<file path="src/rtl/pipe_flush_ctrl.sv">
// Turns a resolved taken jump into per-stage synchronous-clear strobes, held for FLUSH_CYCLES cycles.
// Latency: jump sampled at edge N asserts flush in cycle N+1; all outputs are registered.
// Backpressure: bus_stall defers a requested flush (PEND) and freezes an active one.
module pipe_flush_ctrl #(
    parameter int                    NUM_STAGES   = 4,
    parameter logic [NUM_STAGES-1:0] FLUSH_MASK   = 4'b0011,
    parameter int                    FLUSH_CYCLES = 1,
    parameter int                    CNT_W        = 8
) (
    input  logic                  clk,
    input  logic                  rst,
    input  logic                  enable_jump,
    input  logic                  pc_jump_control,
    input  logic                  bus_stall,
    output logic [NUM_STAGES-1:0] flush,
    output logic                  busy,
    output logic                  pending,
    output logic [CNT_W-1:0]      flush_count
);

    localparam int               REM_W  = $clog2(FLUSH_CYCLES) + 1;
    localparam logic [REM_W-1:0] REM_LD = REM_W'(FLUSH_CYCLES - 1);

    typedef enum logic [1:0] {
        S_IDLE  = 2'd0,
        S_PEND  = 2'd1,
        S_FLUSH = 2'd2
    } state_t;

    state_t           state;
    logic [REM_W-1:0] remain;
    logic             jump_req;
    logic             start_flush;

    assign jump_req = enable_jump & pc_jump_control;

    // Entry into FLUSH from either waiting state; this is what the event counter tallies.
    assign start_flush = ((state == S_IDLE) & jump_req & ~bus_stall) |
                         ((state == S_PEND) & ~bus_stall);

    always_ff @(posedge clk or negedge rst) begin
        if (!rst) begin
            state       <= S_IDLE;
            remain      <= '0;
            flush       <= '0;
            busy        <= 1'b0;
            pending     <= 1'b0;
            flush_count <= '0;
        end else begin
            unique case (state)
                S_IDLE: begin
                    if (jump_req && bus_stall) begin
                        state   <= S_PEND;
                        busy    <= 1'b1;
                        pending <= 1'b1;
                    end else if (jump_req) begin
                        state  <= S_FLUSH;
                        remain <= REM_LD;
                        flush  <= FLUSH_MASK;
                        busy   <= 1'b1;
                    end
                end
                S_PEND: begin
                    // Further jumps here come from younger instructions that this flush will kill.
                    if (!bus_stall) begin
                        state   <= S_FLUSH;
                        remain  <= REM_LD;
                        flush   <= FLUSH_MASK;
                        pending <= 1'b0;
                    end
                end
                S_FLUSH: begin
                    if (!bus_stall) begin
                        if (remain != '0) begin
                            remain <= remain - 1'b1;
                        end else begin
                            state <= S_IDLE;
                            flush <= '0;
                            busy  <= 1'b0;
                        end
                    end
                end
                default: begin
                    state   <= S_IDLE;
                    remain  <= '0;
                    flush   <= '0;
                    busy    <= 1'b0;
                    pending <= 1'b0;
                end
            endcase

            if (start_flush && (flush_count != {CNT_W{1'b1}})) begin
                flush_count <= flush_count + CNT_W'(1);
            end
        end
    end

endmodule
</file>
<file path="config.mk">
export PLATFORM = sky130hd
export DESIGN_NAME = pipe_flush_ctrl
export DESIGN_NICKNAME = d
export VERILOG_FILES = /design/src/rtl/pipe_flush_ctrl.sv
export SDC_FILE = /design/constraint.sdc
export NUM_CORES = 1
export LEC_CHECK = 0
export ABC_AREA = 1
export CORE_AREA = 2 2 42 48
export DETAILED_ROUTE_END_ITERATION = 12
export DIE_AREA = 0 0 44 50
export GPL_TIMING_DRIVEN = 0
export PLACE_DENSITY = 0.76
export SKIP_LAST_GASP = 1
export SLEW_MARGIN = 15
export SYNTH_ARGS = -nofsm -noshare
export SYNTH_HDL_FRONTEND = slang
export SYNTH_SLANG_ARGS = --single-unit
</file>
<file path="constraint.sdc">
create_clock -name clk -period 1.75 [get_ports clk]
set_clock_uncertainty 0.15 [all_clocks]
set_input_delay 0.35 -clock clk [delete_from_list [all_inputs] [get_ports clk]]
set_output_delay 0.35 -clock clk [all_outputs]
set_load 0.02 [all_outputs]
</file>
==> metrics.txt <==
number of buffers created by CTS=3; Initial Util=between 40% and 50%; RSZ-0062 raised after global routing=false; Leakage=roughly 0.00053 uW; hold crit path type=input pin to async pin; Via density=~4.7; # placed instances=roughly 130; Max Cap Viol=0; Tot Pwr=1010 uW; Routed WL per cell=roughly 10 um; Setup crit start=flush[0]; DPL Wire Length=~1.1 mm; final worst setup slack=between 0.1 and 0.15 ns; outcome=finished, final reports clean; most frequent cells in the layout=nand2_1, dfrtp_1, inv_1; worst path arrival time=between 1 and 1.5 ns; max-slew violations=0; Worst EP required=about 1.3 ns; maximum buffer depth of the clock tree=2; num rows=16; dpl cell area=between 900 and 1000 um2; first-pass GRT wire length=~2.5 mm; antenna violations before repair=0; CP startpoint kind=flop; Util after Layout=roughly 54%; Critical Path End Type=primary output; CTS HTree Levels=1; # DRC=0; post-synthesis sequential area ratio=~44%; Synth Warn #=0; largest net degree at the start of global routing=14; Synth area leader=dfrtp_1; share of cells above drive strength 1=12.6%; final cycle utilization of the critical path=between 90% and 100%; Setup WS pre-CTS=-0.0283 ns; final hold violation count=0; IO Pins=19; DR pass1 iterations=4; clock root buffer master=clkbuf_4; number of synthesized register bits=13; Reg-to-Reg Start=flush_count[0]; Syn Area/Cell=about 7.5 um2; vias in the first global route=592; slew margin rel.=59.7%; WS Path Type=flop to primary output; Core Region=between 1500 and 2000 um2; postcts setup bufs=0; Die H=50 um; top cells by area, synth=dfrtp_1, nand2_1, inv_1; Die ar.=2200 um2; CTS tree=yes; max incr delay on CP=~0.40 ns; DIE WIDTH=44 um; worst-margin pin slew=between 0.6 and 0.7 ns; Synth Cell Area=733 um2; Tot GR Track Use=15.5%; maximum vdd ir drop=between 0.0006 and 0.0007 V; total grt overflow=0; synthesized instance count=between 90 and 100; Yosys top cell area share=44.4%; Routability Congestion=roughly 0.77; clk sinks=13; CP Max Fanout=3; non-filler cells, final=about 140; diodes inserted=0; Netlist cell types=20; post-layout instance area=935 um2; slowest CP cell=dfrtp_1; clock-pin slew on the worst setup and hold paths=0.08 ns; final wirelength=1.41 mm; clock latency on the worst-skew pair=0.28 ns; Total Nets Final=between 100 and 150; area growth from synthesis to layout=27.5%; min Tclk post-route=1.62 ns; Routed Antenna Nets=0; critical-path cell list=buf_4, dlygate4sd2_1; port bufs=16; cells on worst reg2reg path=6; Final setup violation count=0; DR iter-0 viols=2; via count=648; maximum clock rate=a little over 600 MHz; power density cells=~1100 nW/um2; commonest non-fill, non-tap cell in the layout=nand2_1
==> routing by layer <==
metal / global-route usage (%) / vias to the layer above / share of wire (%)
li1: - / 331 / -
met1: 17.0 / 296 / 42
met2: 25.5 / 16 / 49
met3: 3.66 / 5 / 5.5
met4: 10.6 / 0 / 3.2
met5: 0 / - / 0
==> metrics by stage <==
step	setup TNS, ns	hold slack, ns
3_5_place_dp	-0.186	0.349
2_1_floorplan	0	-0.0956
5_1_grt	0	0.334
3_3_place_gp	0	0.347
4_1_cts	0	0.311
6_report	0	0.291
==> final timing paths <==
path | to | slack (ns)
setup / recovery | flush[1] | 0.13
hold / removal | flush_count[2] | 0.29
setup reg to reg | flush_count[7] | 0.20
hold reg to reg | state[1] | 0.36
max in group asynchronous | state[0] | 0.77
min in group clk | state[1] | 0.36
==> where the power goes <==
group | internal (uW) | switching (uW) | leakage [uW]
Clock | 88.6 | 102 | 0.0000150
Combinational | 155 | 215 | 0.000349
Sequential | 367 | 79.2 | 0.000166
Total | 610 | 396 | 0.000530
==> flip-flops by register name, indices dropped and copies added, names as in the netlist <==
signal       cells
flush_count      8
state            2
busy             1
flush            1
pending          1
==> area by class of cell <==
| cell class | count | area [um2] |
|---|---|---|
| Inverter | 13 | 48.8 |
| Sequential cell | 13 | 325 |
| Tap cell | 18 | 22.5 |
| Multi-Input combinational cell | 70 | 340 |
| Buffer | 3 | 22.5 |
| Fill cell | 184 | 787 |
| Clock buffer | 4 | 26.3 |
| Timing Repair Buffer | 16 | 149 |
==> kinds of logic (layout without fill, tap and decap cells) <==
group / after synthesis / after routing / share of synthesized area [%]
AND/OR/NAND/NOR: 57 / 57 / 34.6
AO/OA/AOI/OAI: 7 / 7 / 5.46
XOR/XNOR: 3 / 3 / 3.58
adder cells (fa/ha/maj): 1 / 1 / 1.71
flip-flops: 13 / 13 / 44.4
other: 1 / 2 / 0.511
buffers and inverters: 16 / 36 / 9.73
==> cells in the mapped netlist <==
cell and instances:
o31ai_1 1, o21ai_0 3, a22oi_1 1, inv_2 1, nor2_1 6, nor2_2 1
nand2_1 41, nand2_2 3, a21oi_1 2, xnor2_1 1, nor2_4 1, xor2_1 2
conb_1 1, nand3_1 2, nand2_4 1, ha_1 1, inv_1 12, nand3_2 2
buf_4 3, dfrtp_1 13
==> worst max-delay path: cells and delay by family (launching register included) <==
kind / cells / cell delay (ns)
buf+inv: 2 / 0.44
flops: 1 / 0.40
==> what timing repair did <==
action / in CTS / in global routing
resized for setup: 11 / 1
hold endpoints to repair: 0 / 0
hold buffers: 0 / 0
endpoints found under the setup margin: 11 / 1
No activity file was read; power rests on OpenSTA's default activity.
